[config.mk]
export PLATFORM = sky130hd
export DESIGN_NAME = iiitb_ptv_change_dispenser
export DESIGN_NICKNAME = d
export VERILOG_FILES = /design/src/rtl/iiitb_ptv_pkg.sv /design/src/rtl/iiitb_ptv_ack_timer.sv /design/src/rtl/iiitb_ptv_change_dispenser.sv
export SDC_FILE = /design/constraint.sdc
export NUM_CORES = 1
export LEC_CHECK = 0
export CAP_MARGIN = 20
export CELL_PAD_IN_SITES_DETAIL_PLACEMENT = 0
export CELL_PAD_IN_SITES_GLOBAL_PLACEMENT = 1
export CORE_MARGIN = 1.5
export CORE_UTILIZATION = 33
export DETAILED_ROUTE_END_ITERATION = 8
export PLACE_DENSITY_LB_ADDON = 0.25
export RECOVER_POWER = 50
export SLEW_MARGIN = 10
export SYNTH_ARGS = -nofsm -noshare
export SYNTH_HDL_FRONTEND = slang
export SYNTH_SLANG_ARGS = --single-unit
[constraint.sdc]
create_clock -name clk -period 2.7 [get_ports clk]
set_input_delay 0.27 -clock clk [delete_from_list [all_inputs] [get_ports clk]]
set_output_delay 0.27 -clock clk [all_outputs]
set_load 0.005 [all_outputs]
[src/rtl/iiitb_ptv_pkg.sv]
// Shared definitions for the ticket-machine coin interface and the change dispenser FSM.
package iiitb_ptv_pkg;

  localparam logic [1:0] COIN_NONE = 2'b00;
  localparam logic [1:0] COIN_5    = 2'b01;
  localparam logic [1:0] COIN_10   = 2'b10;

  typedef enum logic [2:0] {
    ST_IDLE  = 3'd0,
    ST_SEL   = 3'd1,
    ST_ISSUE = 3'd2,
    ST_DONE  = 3'd3,
    ST_FAULT = 3'd4
  } disp_state_e;

  // Value of a coin code in 5-rupee units.
  function automatic logic [1:0] coin_units(input logic [1:0] code);
    logic [1:0] units;
    case (code)
      COIN_10: units = 2'd2;
      COIN_5:  units = 2'd1;
      default: units = 2'd0;
    endcase
    return units;
  endfunction

endpackage

[src/rtl/iiitb_ptv_ack_timer.sv]
// Hopper acknowledge watchdog: clearable counter that flags expiry in its ACK_TIMEOUT-th counted cycle.
module iiitb_ptv_ack_timer #(
  parameter int ACK_TIMEOUT = 16
) (
  input  logic clk,
  input  logic rst,
  input  logic clr,
  input  logic en,
  output logic expired
);

  localparam int CNT_W = (ACK_TIMEOUT > 2) ? $clog2(ACK_TIMEOUT) : 1;

  logic [CNT_W-1:0] cnt_r;

  assign expired = (cnt_r == CNT_W'(ACK_TIMEOUT - 1));

  // Count waiting cycles, holding at the expiry value.
  always_ff @(posedge clk or negedge rst) begin
    if (!rst) begin
      cnt_r <= '0;
    end else if (clr) begin
      cnt_r <= '0;
    end else if (en && !expired) begin
      cnt_r <= cnt_r + CNT_W'(1'b1);
    end else begin
      cnt_r <= cnt_r;
    end
  end

endmodule

[src/rtl/iiitb_ptv_change_dispenser.sv]
// Greedy change dispenser (tens then fives) driving a one-coin-per-handshake hopper.
// Stock tracking is compiled in with PTV_CHANGE_STOCK_EN; otherwise stock is unlimited.
module iiitb_ptv_change_dispenser
  import iiitb_ptv_pkg::*;
#(
  parameter int AMT_W       = 4,
  parameter int STOCK_W     = 8,
  parameter int ACK_TIMEOUT = 16
) (
  input  logic               clk,
  input  logic               rst,
  input  logic               req_valid,
  input  logic [AMT_W-1:0]   req_amount,
  output logic               req_ready,
  output logic [1:0]         coin,
  output logic               coin_valid,
  input  logic               coin_ack,
  input  logic               load,
  input  logic [STOCK_W-1:0] load_tens,
  input  logic [STOCK_W-1:0] load_fives,
  input  logic               clr_fault,
  output logic               done,
  output logic               short,
  output logic [AMT_W-1:0]   remaining,
  output logic               fault,
  output logic [STOCK_W-1:0] stock_tens,
  output logic [STOCK_W-1:0] stock_fives
);

  disp_state_e      state_r, state_nxt_s;
  logic [AMT_W-1:0] rem_r;
  logic [1:0]       sel_coin_s;
  logic             timer_clr_s, timer_en_s, timer_exp_s;

  logic             req_ready_r, coin_valid_r, done_r, short_r, fault_r;
  logic [1:0]       coin_r;
  logic [AMT_W-1:0] remaining_r;
  logic             req_ready_nxt_s, coin_valid_nxt_s, done_nxt_s, short_nxt_s, fault_nxt_s;
  logic [1:0]       coin_nxt_s;
  logic [AMT_W-1:0] remaining_nxt_s;

`ifdef PTV_CHANGE_STOCK_EN
  logic [STOCK_W-1:0] stock_tens_r, stock_fives_r;

  // Coin stock: bulk load while idle, one decrement per acknowledged coin.
  always_ff @(posedge clk or negedge rst) begin
    if (!rst) begin
      stock_tens_r  <= '0;
      stock_fives_r <= '0;
    end else if (state_r == ST_IDLE && load) begin
      stock_tens_r  <= load_tens;
      stock_fives_r <= load_fives;
    end else if (state_r == ST_ISSUE && coin_ack) begin
      if (coin_r == COIN_10 && stock_tens_r != '0) stock_tens_r <= stock_tens_r - STOCK_W'(1'b1);
      if (coin_r == COIN_5 && stock_fives_r != '0) stock_fives_r <= stock_fives_r - STOCK_W'(1'b1);
    end
  end

  assign stock_tens  = stock_tens_r;
  assign stock_fives = stock_fives_r;

  // Greedy pick limited by stock; never overpay a lone five-unit remainder with a ten.
  always_comb begin
    sel_coin_s = COIN_NONE;
    if (rem_r == '0) begin
      sel_coin_s = COIN_NONE;
    end else if (rem_r >= AMT_W'(2'd2) && stock_tens_r != '0) begin
      sel_coin_s = COIN_10;
    end else if (stock_fives_r != '0) begin
      sel_coin_s = COIN_5;
    end else begin
      sel_coin_s = COIN_NONE;
    end
  end
`else
  logic unused_load_s;
  assign unused_load_s = ^{load, load_tens, load_fives};
  assign stock_tens    = '0;
  assign stock_fives   = '0;

  // Greedy pick with unlimited stock.
  always_comb begin
    sel_coin_s = COIN_NONE;
    if (rem_r >= AMT_W'(2'd2)) begin
      sel_coin_s = COIN_10;
    end else if (rem_r != '0) begin
      sel_coin_s = COIN_5;
    end else begin
      sel_coin_s = COIN_NONE;
    end
  end
`endif

  assign timer_clr_s = (state_r == ST_SEL);
  assign timer_en_s  = (state_r == ST_ISSUE) && !coin_ack;

  iiitb_ptv_ack_timer #(
    .ACK_TIMEOUT(ACK_TIMEOUT)
  ) u_ack_timer (
    .clk    (clk),
    .rst    (rst),
    .clr    (timer_clr_s),
    .en     (timer_en_s),
    .expired(timer_exp_s)
  );

  // State register.
  always_ff @(posedge clk or negedge rst) begin
    if (!rst) state_r <= ST_IDLE;
    else      state_r <= state_nxt_s;
  end

  // Next-state logic.
  always_comb begin
    state_nxt_s = state_r;
    case (state_r)
      ST_IDLE:  if (req_valid) state_nxt_s = ST_SEL; else state_nxt_s = ST_IDLE;
      ST_SEL:   if (sel_coin_s != COIN_NONE) state_nxt_s = ST_ISSUE; else state_nxt_s = ST_DONE;
      ST_ISSUE: begin
        if (coin_ack)         state_nxt_s = ST_SEL;
        else if (timer_exp_s) state_nxt_s = ST_FAULT;
        else                  state_nxt_s = ST_ISSUE;
      end
      ST_DONE:  state_nxt_s = ST_IDLE;
      ST_FAULT: if (clr_fault) state_nxt_s = ST_IDLE; else state_nxt_s = ST_FAULT;
      default:  state_nxt_s = ST_IDLE;
    endcase
  end

  // Remaining-change register; a faulted request is dropped.
  always_ff @(posedge clk or negedge rst) begin
    if (!rst) begin
      rem_r <= '0;
    end else begin
      case (state_r)
        ST_IDLE:  if (req_valid) rem_r <= req_amount;
        ST_ISSUE: begin
          if (coin_ack)         rem_r <= rem_r - AMT_W'(coin_units(coin_r));
          else if (timer_exp_s) rem_r <= '0;
        end
        ST_FAULT: rem_r <= '0;
        default:  rem_r <= rem_r;
      endcase
    end
  end

  // Output decode from the upcoming state so every output comes straight from a flop.
  always_comb begin
    req_ready_nxt_s  = (state_nxt_s == ST_IDLE);
    coin_valid_nxt_s = (state_nxt_s == ST_ISSUE);
    done_nxt_s       = (state_nxt_s == ST_DONE);
    fault_nxt_s      = (state_nxt_s == ST_FAULT);
    coin_nxt_s       = COIN_NONE;
    short_nxt_s      = 1'b0;
    remaining_nxt_s  = '0;
    if (state_nxt_s == ST_ISSUE) begin
      coin_nxt_s = (state_r == ST_SEL) ? sel_coin_s : coin_r;
    end else begin
      coin_nxt_s = COIN_NONE;
    end
    if (state_nxt_s == ST_DONE) begin
      short_nxt_s     = (rem_r != '0);
      remaining_nxt_s = rem_r;
    end else begin
      short_nxt_s     = 1'b0;
      remaining_nxt_s = '0;
    end
  end

  // Output registers.
  always_ff @(posedge clk or negedge rst) begin
    if (!rst) begin
      req_ready_r  <= 1'b1;
      coin_valid_r <= 1'b0;
      coin_r       <= COIN_NONE;
      done_r       <= 1'b0;
      short_r      <= 1'b0;
      remaining_r  <= '0;
      fault_r      <= 1'b0;
    end else begin
      req_ready_r  <= req_ready_nxt_s;
      coin_valid_r <= coin_valid_nxt_s;
      coin_r       <= coin_nxt_s;
      done_r       <= done_nxt_s;
      short_r      <= short_nxt_s;
      remaining_r  <= remaining_nxt_s;
      fault_r      <= fault_nxt_s;
    end
  end

  assign req_ready  = req_ready_r;
  assign coin_valid = coin_valid_r;
  assign coin       = coin_r;
  assign done       = done_r;
  assign short      = short_r;
  assign remaining  = remaining_r;
  assign fault      = fault_r;

endmodule

# ---- After elaboration in Yosys (flattened, before gate mapping)
# Cells that the tools add are included.
dict set report word_totals {
  regBits 22
  in_bits 26
  wordCells 57
}
dict set report classes {
  n_addsub 2
  n_lt_le_gt_ge 1
  n_eq_ne 12
  muxes 21
  reduce_logical 11
}
# operator n
set ops {}
lappend ops {{2-to-1 mux 4 bit} 6}
lappend ops {{case mux 3 bit (4 select lines)} 1}
lappend ops {{case mux 4 bit (3 select lines)} 1}
lappend ops {{2-to-1 mux 2 bit} 5}
lappend ops {{== test 3 x 2 -> 1 bit, second input constant} 3}
lappend ops {{2-to-1 mux 3 bit} 3}
lappend ops {{== test 3 bit, second input constant} 2}
lappend ops {{zero test 3 bit} 2}
lappend ops {{adder 4 x 1 -> 4 bit, second input constant} 1}
lappend ops {{== test 4 bit, second input constant} 1}
lappend ops {{greater-or-equal comparator 4 x 2 -> 1 bit, second input constant} 1}
lappend ops {{2-to-1 mux 1 bit} 4}
lappend ops {{inequality test 2 bit, second input constant} 2}
lappend ops {{case mux 2 bit (2 select lines)} 1}
lappend ops {{nonzero test 2 bit} 2}
lappend ops {{nonzero test 4 bit} 1}
lappend ops {{subtractor 4 x 2 -> 4 bit} 1}
lappend ops {{== test 3 x 1 -> 1 bit, second input constant} 1}
lappend ops {{inequality test 3 x 2 -> 1 bit, second input constant} 1}
lappend ops {{AND reduction 3 bit} 1}
lappend ops {{nonzero test 3 bit} 1}
lappend ops {{== test 2 x 1 -> 1 bit, second input constant} 1}
lappend ops {{== test 2 bit, second input constant} 1}
lappend ops {{logical AND 1 bit} 2}
lappend ops {{zero test 1 bit} 2}

# ---- Longest topological paths before layout
# Gate-level depths: netlist of the first run.
dict set report logic_depth {
  word_depth 8
  depth_mapped 7
  depth_no_buf 7
}

# ---- By module
# Synthesis of the first run repeated with hierarchy kept, for this count alone.
dict set report hier_totals {
  cells_unflattened 110
  hier_area_um2 1201.2
}
# module n_inst cells_each area_per_inst_um2 seq_area_each_um2
set by_module_without_submodules {}
lappend by_module_without_submodules {iiitb_ptv_change_dispenser 1 90 972.2 451.7}
lappend by_module_without_submodules {iiitb_ptv_ack_timer 1 20 229.0 100.1}

# ---- Worst setup path after synthesis of the first run
# No wires, ideal clock.
dict set report synth_path {
  path_kind {register to register}
  start {register state_r[1]}
  end {register coin_valid_r, in the netlist coin_valid}
  setup_time_ns 0.130
  arrival_ns 1.522
  path_slack_ns 1.049
  stages_incl_launch_ff 6
  path_buffers 1
  period_less_slack_ns 1.651
  path_cell_list {dfrtp_1 -> buf_6 -> or3b_1 -> or4_4 -> o32ai_4 -> nor2_2}
}
dict set report synth_via {
  elab_chain_cells 3
  elab_cells_between_ends 6
  classes_between {eq/ne (4); mux (1); reduce/logical (1)}
}
# item line_no
set synth_rtl {}
lappend synth_rtl {{from (decl)} iiitb_ptv_change_dispenser.sv:30} ;# disp_state_e state_r, state_nxt_s;
lappend synth_rtl {{from (signal assigned)} iiitb_ptv_change_dispenser.sv:110} ;# else state_r <= state_nxt_s;
lappend synth_rtl {{== test 3 bit, or another cell as far along} iiitb_ptv_change_dispenser.sv:116} ;# case (state_r)
lappend synth_rtl {{case mux 3 bit (4 select lines) (*)} iiitb_ptv_change_dispenser.sv:116}
lappend synth_rtl {{named net state_nxt_s[0]} iiitb_ptv_change_dispenser.sv:30}
lappend synth_rtl {{== test 3 x 2 -> 1 bit (*)} iiitb_ptv_change_dispenser.sv:150} ;# coin_valid_nxt_s = (state_nxt_s == ST_ISSUE);
lappend synth_rtl {{named net coin_valid_nxt_s} iiitb_ptv_change_dispenser.sv:38} ;# logic req_ready_nxt_s, coin_valid_nxt_s, done_nxt_s, short_nxt_s, fault_nxt_s;
lappend synth_rtl {{to (signal assigned)} iiitb_ptv_change_dispenser.sv:182} ;# coin_valid_r <= coin_valid_nxt_s;
lappend synth_rtl {{to (decl)} iiitb_ptv_change_dispenser.sv:35} ;# logic req_ready_r, coin_valid_r, done_r, short_r, fault_r;
# Mark *: on every way through the listed nets, which the timed path passes. The rest lies on a longest branch.
# A chain may end at the register's enable or synchronous reset.

# ---- Worst setup path after layout of the first run
dict set report layout_path {
  start {register state_r[0]}
  end {register coin_valid_r, in the netlist coin_valid}
}
# The elaborated chain is that of the path after synthesis.

==> summary.txt, run 1 <==
area delta synth->final: 20.6%
Synth Warn #: 0
Rows: 21
Final Cycle Share: 66.1%
Worst EP required: 2.90 ns
top-count cell post-synth: dfrtp_1
CP Capture Type: flip-flop
initial antenna violation count: 0
asr flop ratio synth: 100%
Final Skew: 0.00534 ns
core area: 3390 um^2
Max rail drop VDD: 0.368 mV
ant diodes: 0
FF-to-FF End: coin_valid
Place WS: 0.732 ns
CP arrival: 1.98 ns
Die Y: 62.8 um
Met2 Wirelength: 996 um
# hold bufs at CTS: 0
area share of the largest cell type after synthesis: 44.6%
PostCTS Resize Cnt: 0
top cells by count, synth: dfrtp_1, buf_4, nor2_1
Clock Latency Late Sink: 0.31 ns
Final Critical Period: 1.78 ns
Mapped Cells: 112
Pwr Density: 853 nW/um^2
FF+latch count, synth: 22
reg2reg setup slack: 0.92 ns
CTS Buf Count: 3
Routed Wire Length: 2040 um
fin. max-slew vios: 0
Setup TNS Final: 0 ns
Crit Path Max Fanout: 10
status: completed
Vias/cell: 4.38
Hold Path Sink: u_ack_timer.cnt_r[1]
# IOs: 53
largest net degree at the start of global routing: 23
vias in the first global route: 767
Clock Tree Buf Depth: 2
starting utilization of the core area: 34.8%
Worst Hold Class: reg2reg
Final GP Congestion: 0.776
# setup viols final: 0
Hold Path Depth: 2
1st-iter DRT viols: 35
hold_sp: u_ack_timer.cnt_r[1]
CP Cell Sequence: or3b_1, or4_4, o32ai_4, nor2_2
maximum clock rate: 561 MHz
post-synthesis sequential area ratio: 46.8%
Setup CP Type: reg2reg
gr usage total: 11.4%
DRT Pass-1 Iters: 4
cell leakage power: 0.652 nW
Layout Utilization: 41.9%
Slew headroom: 19.0%
startpoint types: flip-flop
vias post-DR: 805
root buffer cell: clkbuf_4
Die Area: 3940 um^2
Tightest Pin Transition: 1.22 ns
Worst R2R Path Depth: 4
mapped cell area: 1180 um^2
Reg-to-Reg Start: state_r[0]
Post-Syn Area per Cell: 10.5 um^2
met3 wire len: 91 um
Synth area leaders: dfrtp_1, buf_4, ha_1, nor2_1, a21oi_1
RSZ-0062 raised after global routing: no
fillers: 341
register clock-pin slew on the reported worst setup and hold paths: 0.13 ns
routed length on met1: 931 um
H-tree depth: 1
drt wl/cell: 11.1 um
DRC: 0
final antenna-violating net count: 0
library cells used by synthesis: 38
first-pass GRT wire length: 3540 um
CTS tree: yes
Primary FF master, synth: dfrtp_1
Die W: 62.8 um
Num Clock Sinks: 22
cell area after layout: 1420 um^2
HPWL after DPL: 1510 um
slowest cell on the critical path: dfrtp_1
final hold vios: 0
Setup WS post-layout: 0.916 ns
number of post-CTS setup repair buffers: 0
max_cap viols: 0
crit-path max cell delay: 0.56 ns
Overflow after GRT: 0
share of cells above drive strength 1: 8.70%
number of flops mapped to enable cells by yosys: 0
Max Used Layer: met4
PortBufs: 19
most area-hungry cell type in the Yosys netlist: dfrtp_1
Cell Area, Placed: 1370 um^2
nets@finish: 169
WHS: 0.576 ns
## area by class of cell
class	instances	area, um^2	share of cell area, %
clock buffer	3	22.5	1.58
clock inverter	1	30.0	2.11
inverter	4	15.0	1.06
multi-input combinational	87	543	38.2
sequential	22	552	38.8
tap	46	57.6	4.05
timing repair buffer	21	201	14.2
## stage by stage
| step | power [mW] | cells |
|---|---|---|
| final | 1.21 | 184 |
| after global routing | 1.32 | 184 |
| after detailed placement | 0.974 | 180 |
| after global placement | 0.964 | 180 |
| after CTS | 1.23 | 184 |
| after floorplan | 0.847 | 132 |
## worst max path at each step
stage	start	endpoint	cells past startpoint
2_1_floorplan	state_r[1]	coin_valid	5
3_3_place_gp	coin_ack	req_ready	5
3_5_place_dp	coin_ack	req_ready	5
4_1_cts	state_r[0]	coin_valid	4
5_1_grt	state_r[0]	coin_valid	4
6_report	state_r[0]	coin_valid	4
## critical path: cells and delay by family, from the launching register on
| family | cells | cell delay [ns] |
|---|---|---|
| AO/OA/AOI/OAI | 1 | 0.18 |
| flip-flops | 1 | 0.56 |
| AND/OR/NAND/NOR | 3 | 0.93 |
## cells by family after synthesis
family,share of synthesized area (%)
xor gates and xnor gates,2.23
muxes,1.70
adders and majority gates,4.88
other,0.318
and+or+nand+nor,19.0
buffers and inverters,13.5
DFF,46.8
AOI/OAI and AO/OA,11.6
## routing by layer
metal | vias to the layer above | GRT usage, %
met1 | 382 | 15.0
met5 | - | 0
met2 | 21 | 18.4
li1 | 400 | -
met4 | 0 | 5.00
met3 | 2 | 1.98
## layout by cell type, fill, tap and decap left out, types with 2 or more instances in the layout
master	n
a21oi_1	6
a22oi_1	2
a31oi_1	2
clkbuf_4	3
clkdlybuf4s50_1	16
conb_1	21
dfrtp_1	21
dlygate4sd3_1	3
ha_1	3
inv_1	4
mux2i_1	2
nand2_1	3
nand2b_1	3
nand3_1	4
nor2_1	10
nor3_1	4
nor3b_1	2
o21ai_0	4
xor2_1	3
## registers in the layout, indices dropped and copies added (netlist names), 2 cells and up
register / flops
coin: 2
state_r: 3
rem_r: 4
remaining: 4
u_ack_timer.cnt_r: 4
## report_power, final
group          switching [mW]  total (mW)  internal [mW]
clock network           0.104       0.254          0.150
logic                   0.215       0.437          0.222
registers               0.105       0.521          0.417
Power figures use the tool's default switching activity.
==> inputs of run 2 (changes only) <==
--- a/config.mk
+++ b/config.mk
@@ -9,7 +9,7 @@
 export CELL_PAD_IN_SITES_DETAIL_PLACEMENT = 0
 export CELL_PAD_IN_SITES_GLOBAL_PLACEMENT = 1
 export CORE_MARGIN = 1.5
-export CORE_UTILIZATION = 33
+export CORE_UTILIZATION = 30
 export DETAILED_ROUTE_END_ITERATION = 8
 export PLACE_DENSITY_LB_ADDON = 0.25
 export RECOVER_POWER = 50
==> constraint.sdc (replaced) <==
create_clock -name clk -period 1.7 [get_ports clk]
set_input_delay 0.17 -clock clk [delete_from_list [all_inputs] [get_ports clk]]
set_output_delay 0.17 -clock clk [all_outputs]
set_load 0.005 [all_outputs]
==> run 2 against run 1 <==
Net effect: worst setup slack got worse by 0.81 ns; wire length increased by 11%; clock-buffer cell count unchanged; first-iteration DRC count decreased by 14%.
==> summary.txt, run 2 (same netlist as run 1, synthesis figures left out) <==
Pwr Density: 1400 nW/um^2 (was 853 nW/um^2)
Clock Latency Late Sink: 0.26 ns (was 0.31 ns)
Max rail drop VDD: 0.542 mV (was 0.368 mV)
# hold bufs at CTS: 0 (unchanged)
Setup TNS Final: 0 ns (unchanged)
maximum clock rate: 626 MHz (was 561 MHz)
Tightest Pin Transition: 1.19 ns (was 1.22 ns)
Placed Cells: 192 (was 180)
Die Area: 4310 um^2 (was 3940 um^2)
cell leakage power: 0.720 nW (was 0.652 nW)
Clock Tree Buf Depth: 2 (unchanged)
DRC: 0 (unchanged)
final hold vios: 0 (unchanged)
# setup viols final: 0 (unchanged)
met3 wire len: 79 um (was 91 um)
CP Capture Type: flip-flop (unchanged)
vias post-DR: 872 (was 805)
# IOs: 53 (unchanged)
area delta synth->final: 30.4% (was 20.6%)
starting utilization of the core area: 31.7% (was 34.8%)
WHS: 0.552 ns (was 0.576 ns)
ant diodes: 0 (unchanged)
first-pass GRT wire length: 3670 um (was 3540 um)
status: completed (unchanged)
CP arrival: 1.78 ns (was 1.98 ns)
final antenna-violating net count: 0 (unchanged)
Met2 Wirelength: 1160 um (was 996 um)
DRT Pass-1 Iters: 4 (unchanged)
RSZ-0062 raised after global routing: no (unchanged)
Final Total Pwr: 2.15 mW (was 1.21 mW)
initial antenna violation count: 0 (unchanged)
H-tree depth: 1 (unchanged)
Final GP Congestion: 0.787 (was 0.776)
commonest non-fill, non-tap cells in the layout: conb_1, dfrtp_1, clkdlybuf4s50_1 (unchanged)
final non-filler cell total: 198 (was 184)
Vias/cell: 4.40 (was 4.38)
Die W: 65.7 um (was 62.8 um)
Layout Utilization: 41.3% (was 41.9%)
Worst Hold Class: in2reg (was reg2reg)
core area: 3720 um^2 (was 3390 um^2)
Final Cycle Share: 94.0% (was 66.1%)
Rows: 22 (was 21)
nets@finish: 181 (was 169)
register clock-pin slew on the reported worst setup and hold paths: 0.08 ns (was 0.13 ns)
PortBufs: 19 (unchanged)
startpoint types: flip-flop (unchanged)
routed length on met1: 1010 um (was 931 um)
CTS tree: yes (unchanged)
Routed Wire Length: 2270 um (was 2040 um)
root buffer cell: clkbuf_8 (was clkbuf_4)
Die Y: 65.7 um (was 62.8 um)
fin. max-slew vios: 0 (unchanged)
Worst EP required: 1.89 ns (was 2.90 ns)
gr usage total: 11.4% (about the same)
Overflow after GRT: 0 (unchanged)
max_cap viols: 0 (unchanged)
HPWL after DPL: 1740 um (was 1510 um)
drt wl/cell: 11.5 um (was 11.1 um)
Crit Path Max Fanout: 4 (was 10)
Slew headroom: 20.4% (was 19.0%)
1st-iter DRT viols: 30 (was 35)
Final Critical Period: 1.60 ns (was 1.78 ns)
share of cells above drive strength 1: 16.7% (was 8.70%)
Setup CP Type: reg2reg (unchanged)
Final Skew: 0.00290 ns (was 0.00534 ns)
largest net degree at the start of global routing: 23 (unchanged)
Max Used Layer: met4 (unchanged)
CTS Buf Count: 3 (unchanged)
vias in the first global route: 831 (was 767)
Num Clock Sinks: 22 (unchanged)
-- run 2: timing repair --
| action | in CTS | in global routing |
|---|---|---|
| setup endpoints to repair | 0 | 2 |
| buffers inserted | 0 | 2 |
| endpoints found under the hold margin | 0 | 0 |
| gates resized for setup | 0 | 1 |
-- run 2: path summary, 6_finish.rpt --
kind	startpoint	to	slack, ns	cells past startpoint
max	coin[0]	rem_r[2]	0.10	7
min	req_amount[2]	rem_r[2]	0.55	3
min reg2reg	u_ack_timer.cnt_r[1]	u_ack_timer.cnt_r[1]	0.56	2
max in group asynchronous	rst	fault	0.32	2
min in group asynchronous	rst	rem_r[1]	0.67	2
max reg2reg	coin[0]	rem_r[2]	0.10	7
-- run 2: per-stage QoR --
| step | setup WS (ns) | instance area [um^2] |
|---|---|---|
| 2_1_floorplan | 0.0487 | 1250 |
| 3_3_place_gp | -0.0246 | 1450 |
| 3_5_place_dp | -0.0712 | 1450 |
| 4_1_cts | 0.0729 | 1520 |
| 5_1_grt | 0.0180 | 1540 |
| 6_report | 0.102 | 1540 |
-- run 2: layout make-up --
cell class	instances	area, um^2
clock buffer	3	41.3
clock inverter	1	30.0
fill	388	2180
inverter	4	15.0
multi-input combinational	87	547
sequential	22	552
tap	48	60.1
timing repair buffer	33	292
-- run 2: where the power goes --
part           internal [mW]  switching [mW]  leakage [nW]  total, mW
clock                  0.314           0.174        0.0357      0.489
sequential             0.663          0.0949         0.281      0.758
combinational          0.458           0.447         0.404      0.906
total                   1.44           0.716         0.720       2.15
-- run 2: per-layer routing --
layer  up-vias  track usage [%]
met2        13             19.2
met5         -                0
li1        423                -
met4         0             4.69
met3         2             2.23
met1       434             14.1
-- run 2: worst max-delay path: stages, from the launching register on --
cell     delay (ns)
dfrtp_1        0.39
nor2b_1        0.16
ha_1           0.17
inv_1          0.05
fa_1           0.38
nor3_1         0.18
a21oi_1        0.05
o22ai_1        0.14
